**src/rtl/imm_gen_pkg.sv**
```systemverilog
// Shared opcode constants and format/occupancy encodings for the pipelined immediate generator.
package imm_gen_pkg;

  localparam logic [6:0] OP_IMM    = 7'h13;
  localparam logic [6:0] OP_LOAD   = 7'h03;
  localparam logic [6:0] OP_JALR   = 7'h67;
  localparam logic [6:0] OP_LUI    = 7'h37;
  localparam logic [6:0] OP_AUIPC  = 7'h17;
  localparam logic [6:0] OP_STORE  = 7'h23;
  localparam logic [6:0] OP_BRANCH = 7'h63;
  localparam logic [6:0] OP_JAL    = 7'h6F;
  localparam logic [6:0] OP_R      = 7'h33;
  localparam logic [6:0] OP_SYSTEM = 7'h73;

  typedef enum logic [2:0] {
    FMT_NONE = 3'd0,
    FMT_I    = 3'd1,
    FMT_S    = 3'd2,
    FMT_B    = 3'd3,
    FMT_U    = 3'd4,
    FMT_J    = 3'd5,
    FMT_R    = 3'd6,
    FMT_SYS  = 3'd7
  } fmt_e;

  typedef enum logic [1:0] {
    OCC_EMPTY   = 2'd0,
    OCC_PARTIAL = 2'd1,
    OCC_FULL    = 2'd2
  } occ_e;

endpackage

```
**src/rtl/imm_decode.sv**
```systemverilog
// Combinational RV32I immediate decode with sign extension to XLEN.
// Optional macro IMM_GEN_CSR_ZIMM_EN: CSR*I words return their zero-extended zimm field.
module imm_decode
  import imm_gen_pkg::*;
#(
  parameter int XLEN       = 32,
  parameter bit U_PRESHIFT = 1'b1
) (
  input  logic [31:0]     inst_i,
  output logic [XLEN-1:0] imm_o,
  output fmt_e            fmt_o,
  output logic            illegal_o
);

  logic signed [31:0] imm32_s;

  // Build a 32-bit signed immediate per opcode; widening to XLEN happens below.
  always_comb begin
    imm32_s   = 32'sd0;
    fmt_o     = FMT_NONE;
    illegal_o = 1'b0;
    case (inst_i[6:0])
      OP_IMM, OP_LOAD, OP_JALR: begin
        fmt_o   = FMT_I;
        imm32_s = {{20{inst_i[31]}}, inst_i[31:20]};
      end
      OP_LUI, OP_AUIPC: begin
        fmt_o = FMT_U;
        if (U_PRESHIFT) begin
          imm32_s = {inst_i[31:12], 12'h000};
        end else begin
          imm32_s = {{12{inst_i[31]}}, inst_i[31:12]};
        end
      end
      OP_STORE: begin
        fmt_o   = FMT_S;
        imm32_s = {{20{inst_i[31]}}, inst_i[31:25], inst_i[11:7]};
      end
      OP_BRANCH: begin
        fmt_o   = FMT_B;
        imm32_s = {{19{inst_i[31]}}, inst_i[31], inst_i[7], inst_i[30:25], inst_i[11:8], 1'b0};
      end
      OP_JAL: begin
        fmt_o   = FMT_J;
        imm32_s = {{11{inst_i[31]}}, inst_i[31], inst_i[19:12], inst_i[20], inst_i[30:21], 1'b0};
      end
      OP_R: begin
        fmt_o = FMT_R;
      end
      OP_SYSTEM: begin
        fmt_o = FMT_SYS;
`ifdef IMM_GEN_CSR_ZIMM_EN
        // funct3[2] selects the immediate CSR forms; zimm top bit is 0 so sext == zext
        if (inst_i[14]) begin
          imm32_s = {27'd0, inst_i[19:15]};
        end else begin
          imm32_s = 32'sd0;
        end
`endif
      end
      default: begin
        fmt_o     = FMT_NONE;
        illegal_o = 1'b1;
      end
    endcase
  end

  assign imm_o = XLEN'(imm32_s);

endmodule

```
**src/rtl/imm_gen_pipe.sv**
```systemverilog
// Pipelined immediate generator: decode on push, results queued in a DEPTH-entry FIFO.
// Optional macro IMM_GEN_CSR_ZIMM_EN (see imm_decode) enables CSR zimm extraction.
module imm_gen_pipe
  import imm_gen_pkg::*;
#(
  parameter int XLEN       = 32,
  parameter int DEPTH      = 2,
  parameter bit U_PRESHIFT = 1'b1
) (
  input  logic                     clk,
  input  logic                     reset,
  input  logic                     inst_valid_i,
  output logic                     inst_ready_o,
  input  logic [31:0]              instruction_bus_i,
  output logic                     imm_valid_o,
  input  logic                     imm_ready_i,
  output logic [XLEN-1:0]          immediate_o,
  output fmt_e                     fmt_o,
  output logic                     illegal_o,
  output logic [$clog2(DEPTH):0]   count_o
);

  localparam int AW = $clog2(DEPTH);
  localparam int CW = AW + 1;

  typedef struct packed {
    logic [XLEN-1:0] imm;
    fmt_e            fmt;
    logic            illegal;
  } entry_t;

  entry_t        mem_q [DEPTH];
  entry_t        mem_d [DEPTH];
  logic [AW-1:0] wr_ptr_q, wr_ptr_d;
  logic [AW-1:0] rd_ptr_q, rd_ptr_d;
  logic [CW-1:0] count_q, count_d;

  entry_t dec_s;
  entry_t head_s;
  occ_e   occ_s;
  logic   push_s;
  logic   pop_s;

  imm_decode #(
    .XLEN       (XLEN),
    .U_PRESHIFT (U_PRESHIFT)
  ) u_decode (
    .inst_i    (instruction_bus_i),
    .imm_o     (dec_s.imm),
    .fmt_o     (dec_s.fmt),
    .illegal_o (dec_s.illegal)
  );

  // Occupancy classification from the registered count only.
  always_comb begin
    if (count_q == CW'(0)) begin
      occ_s = OCC_EMPTY;
    end else if (count_q == CW'(DEPTH)) begin
      occ_s = OCC_FULL;
    end else begin
      occ_s = OCC_PARTIAL;
    end
  end

  assign inst_ready_o = (occ_s != OCC_FULL);
  assign imm_valid_o  = (occ_s != OCC_EMPTY);
  assign push_s       = inst_valid_i & inst_ready_o;
  assign pop_s        = imm_valid_o & imm_ready_i;

  // Next-state for storage, pointers and count.
  always_comb begin
    mem_d    = mem_q;
    wr_ptr_d = wr_ptr_q;
    rd_ptr_d = rd_ptr_q;
    count_d  = count_q;
    if (push_s) begin
      mem_d[wr_ptr_q] = dec_s;
      wr_ptr_d        = wr_ptr_q + AW'(1);
    end else begin
      wr_ptr_d = wr_ptr_q;
    end
    if (pop_s) begin
      rd_ptr_d = rd_ptr_q + AW'(1);
    end else begin
      rd_ptr_d = rd_ptr_q;
    end
    case ({push_s, pop_s})
      2'b10:   count_d = count_q + CW'(1);
      2'b01:   count_d = count_q - CW'(1);
      default: count_d = count_q;
    endcase
  end

  // State registers; reset discards every queued entry.
  always_ff @(posedge clk or negedge reset) begin
    if (!reset) begin
      for (int i = 0; i < DEPTH; i++) begin
        mem_q[i] <= '{imm: '0, fmt: FMT_NONE, illegal: 1'b0};
      end
      wr_ptr_q <= '0;
      rd_ptr_q <= '0;
      count_q  <= '0;
    end else begin
      mem_q    <= mem_d;
      wr_ptr_q <= wr_ptr_d;
      rd_ptr_q <= rd_ptr_d;
      count_q  <= count_d;
    end
  end

  // Head entry is driven straight from storage; idle outputs read as zero/FMT_NONE.
  always_comb begin
    if (imm_valid_o) begin
      head_s = mem_q[rd_ptr_q];
    end else begin
      head_s = '{imm: '0, fmt: FMT_NONE, illegal: 1'b0};
    end
  end

  assign immediate_o = head_s.imm;
  assign fmt_o       = head_s.fmt;
  assign illegal_o   = head_s.illegal;
  assign count_o     = count_q;

endmodule

```
**config.mk**
```make
export PLATFORM = sky130hd
export DESIGN_NAME = imm_gen_pipe
export DESIGN_NICKNAME = d
export VERILOG_FILES = /design/src/rtl/imm_gen_pkg.sv /design/src/rtl/imm_decode.sv /design/src/rtl/imm_gen_pipe.sv
export SDC_FILE = /design/constraint.sdc
export NUM_CORES = 1
export LEC_CHECK = 0
export CORE_MARGIN = 5
export CORE_UTILIZATION = 47
export DETAILED_ROUTE_END_ITERATION = 8
export PLACE_DENSITY = 0.77
export SLEW_MARGIN = 20
export SYNTH_ARGS = -nofsm -noshare
export SYNTH_HDL_FRONTEND = slang
export SYNTH_SLANG_ARGS = --single-unit
```
**constraint.sdc**
```tcl
create_clock -name clk -period 1.5 [get_ports clk]
set_input_delay 0.3 -clock clk [delete_from_list [all_inputs] [get_ports clk]]
set_output_delay 0.3 -clock clk [all_outputs]
set_load 0.005 [all_outputs]
```
==> flow_summary.json <==
{
  "status": "finished with violations",
  "violations": "setup timing",
  "synth.net_count": 438,
  "rsz0062_at_grt": "yes",
  "met2_usage_pct": 49.8,
  "dieArea_um2": 10100,
  "yosys_warnings": 0,
  "setup_viol": 114,
  "grt_max_degree": 77,
  "cts_buffer_depth": 2,
  "total_power_mw": 12.7,
  "dpl.hpwl_um": 7330,
  "drtIter0Drc": 497,
  "yosysUniqueCellTypes": 47,
  "leakage_nw": 3.08,
  "cp-startpoint": "rd_ptr_q",
  "synth.top_cells.by_area": "dfrtp_1 (50%), mux2i_1 (9.4%), nand2_1 (6.5%), nor2_1 (6.4%), a31oi_1 (4.1%)",
  "max_stage_delay_ns": 0.46,
  "fmax_ghz": 0.501,
  "grt.met1_usage_pct": 37.0,
  "finish.utilization_pct": 83.4,
  "grt-ovfl-total": 0,
  "gp_congestion": 0.912,
  "min_period_ns": 2.00,
  "critical_path.max_fanout": 5,
  "drcViolationCount": 0,
  "io_buffers": 75,
  "slew_viol_final": 0,
  "syn_avg_cell_area_um2": 9.56,
  "worstPathRequired_ns": 1.20,
  "r2r-start": "count_o[1]",
  "routed_via_density": 6.62,
  "start_util_pct": 47.4,
  "slew-limit-headroom_pct": 52.4,
  "critical_path.cell_chain": "buf_12 -> buf_12 -> buf_6 -> mux2i_1 -> nor2_1 -> buf_2",
  "die_x_um": 100,
  "hp-class": "in -> async",
  "rrSetupSlack_ns": -0.43,
  "hold_viol": 0,
  "antenna_found_initial": 1,
  "setup_ws_ns": -0.498,
  "wire_per_inst_um": 26.6,
  "synthCells": 401,
  "drv_cap": 0,
  "cts-root-buf": "clkbuf_8",
  "grtUsageMet3_pct": 8.48,
  "ys_seq_area_share_pct": 49.6,
  "die_h_um": 100,
  "grt.total_usage_pct": 30.6,
  "cts.sinks": 76,
  "synth_edf_count": 0,
  "core-area_um2": 8090,
  "grt_pass1_vias": 4323,
  "drive_gt1_share_pct": 48.1,
  "crit_type": "reg -> out",
  "synth_area_um2": 3830,
  "clk_latency_ns": 0.38,
  "first_pass_iters": 7,
  "layout_commonest_cell": "dfrtp_1",
  "ctsHtreeMaxLevel": 3,
  "async_flop_share_pct": 100,
  "critPathLaunchType": "register",
  "syn_to_final_growth_pct": 76.0,
  "core.rowCount": 33,
  "num_vias": 4491,
  "vdd_drop_max_uv": 837,
  "routed_wl_um": 18000,
  "postRouteAntennaNets": 0,
  "clock_skew_ns": 0.0154,
  "arrival_ns": 1.70,
  "top_usage_layer": "met2",
  "synth.largest_area_cell": "dfrtp_1",
  "period_share_pct": 133,
  "n_fill_cell": 402,
  "tritoncts": "done",
  "layout_common_cells": "dfrtp_1 (74), nand2_1 (41), buf_4 (41)",
  "grt_pass1_wl_um": 23600,
  "ios": 76,
  "slowest_stage": "dfrtp_2",
  "numCtsBuffers": 9,
  "nets": 604,
  "clk_pin_slew_worst_paths_ns": 0.09,
  "synth_top_area_share_pct": 49.6,
  "endpoint_kind": "output pin",
  "worst_slew_pin_slew_ns": 0.711,
  "ys.flop_type": "dfrtp_1",
  "timing.critical_path.mode_cell": "buf_12",
  "critPathTopFamily": "buffers and inverters",
  "ys_ff_latch": 76,
  "pre_cts_slack_ns": -0.641,
  "path_buf_inv": 4,
  "power_density_nw_per_um2": 1880
}
==> Yosys cell counts (3+ instances only) <==
cell	instances
dfrtp_1	76
nand2_1	66
nor2_1	65
mux2i_1	36
a31oi_1	25
clkbuf_1	15
o21ai_0	13
a22o_1	12
a32oi_1	12
buf_2	9
o211ai_1	8
inv_1	6
a21oi_1	5
o31ai_1	5
nand3_1	3
nand4b_1	3
nor3_1	3
xor2_1	3
==> layout make-up <==
| cell class | count | area (um2) | share of cell area (%) |
|---|---|---|---|
| timing repair buffer | 182 | 1960 | 29.0 |
| sequential | 76 | 1900 | 28.2 |
| tap | 105 | 131 | 1.95 |
| antenna | 1 | 2.50 | 0.0371 |
| clock buffer | 10 | 138 | 2.04 |
| multi-input combinational | 292 | 2470 | 36.6 |
| clock inverter | 6 | 111 | 1.65 |
| inverter | 6 | 32.5 | 0.482 |
==> registers in the layout, summed over array words and instances, names as in the netlist <==
register / cells
count_o: 2
mem_q: 72
rd_ptr_q: 1
wr_ptr_q: 1
==> path summary, 6_finish.rpt <==
check / depth (start not counted) / to
max: 6 / immediate_o[2]
min: 3 / count_o[1]
max reg2reg: 8 / mem_q[57]
min reg2reg: 2 / mem_q[56]
max in group asynchronous: 3 / rd_ptr_q
min in group clk: 2 / mem_q[56]
==> where the power goes <==
part | switching, mW | leakage [nW] | internal (mW)
clock network | 0.871 | 0.122 | 1.15
logic | 3.44 | 1.97 | 4.03
registers | 0.617 | 0.988 | 2.60
total | 4.93 | 3.08 | 7.79
==> worst register-to-register path: cells and delay by family, from the launching register on <==
family | cells | cell delay (ns)
AOI/OAI and AO/OA | 1 | 0.21
and+or+nand+nor | 3 | 0.61
buffers and inverters | 4 | 0.55
DFF | 1 | 0.41
==> cells by family (layout without fill, tap and decap cells) <==
family | count (synthesis) | in the layout | synth area share [%]
and+or+nand+nor | 157 | 157 | 17.8
adders and majority gates | 1 | 1 | 0.326
other | 0 | 1 | 0
muxes | 38 | 38 | 9.99
xor gates and xnor gates | 5 | 5 | 1.14
DFF | 76 | 76 | 49.6
buffers and inverters | 33 | 204 | 3.82
AOI/OAI and AO/OA | 91 | 91 | 17.3
==> routing by layer <==
metal  routed length [um]  part of all wire (%)  up-vias
li1                     -                     -     1774
met1                 6150                    34     2144
met2                 8410                    47      429
met3                 2100                    12      144
met4                 1350                   7.5        0
met5                    0                     0        -
==> metrics by stage <==
stage / instances / area, um2 / TNS, ns / hold slack [ns]
detailed placement: 600 / 5080 / -44.10 / 0.365
CTS: 664 / 6250 / -23.68 / 0.486
floorplan: 401 / 3930 / -0.479 / 0.00441
finish: 678 / 6750 / -32.63 / 0.477
global route: 677 / 6740 / -37.27 / 0.520
global placement: 600 / 5080 / -40.95 / 0.360
==> what timing repair did <==
item                                   CTS  global route
endpoints found under the hold margin   76             0
gates cloned                            12             3
setup buffers                           38            17
gates resized for setup                271           114
hold buffers                             1             0
pin swaps                               67            29
setup endpoints to repair              114           115
(Power assumes the default switching activity.)
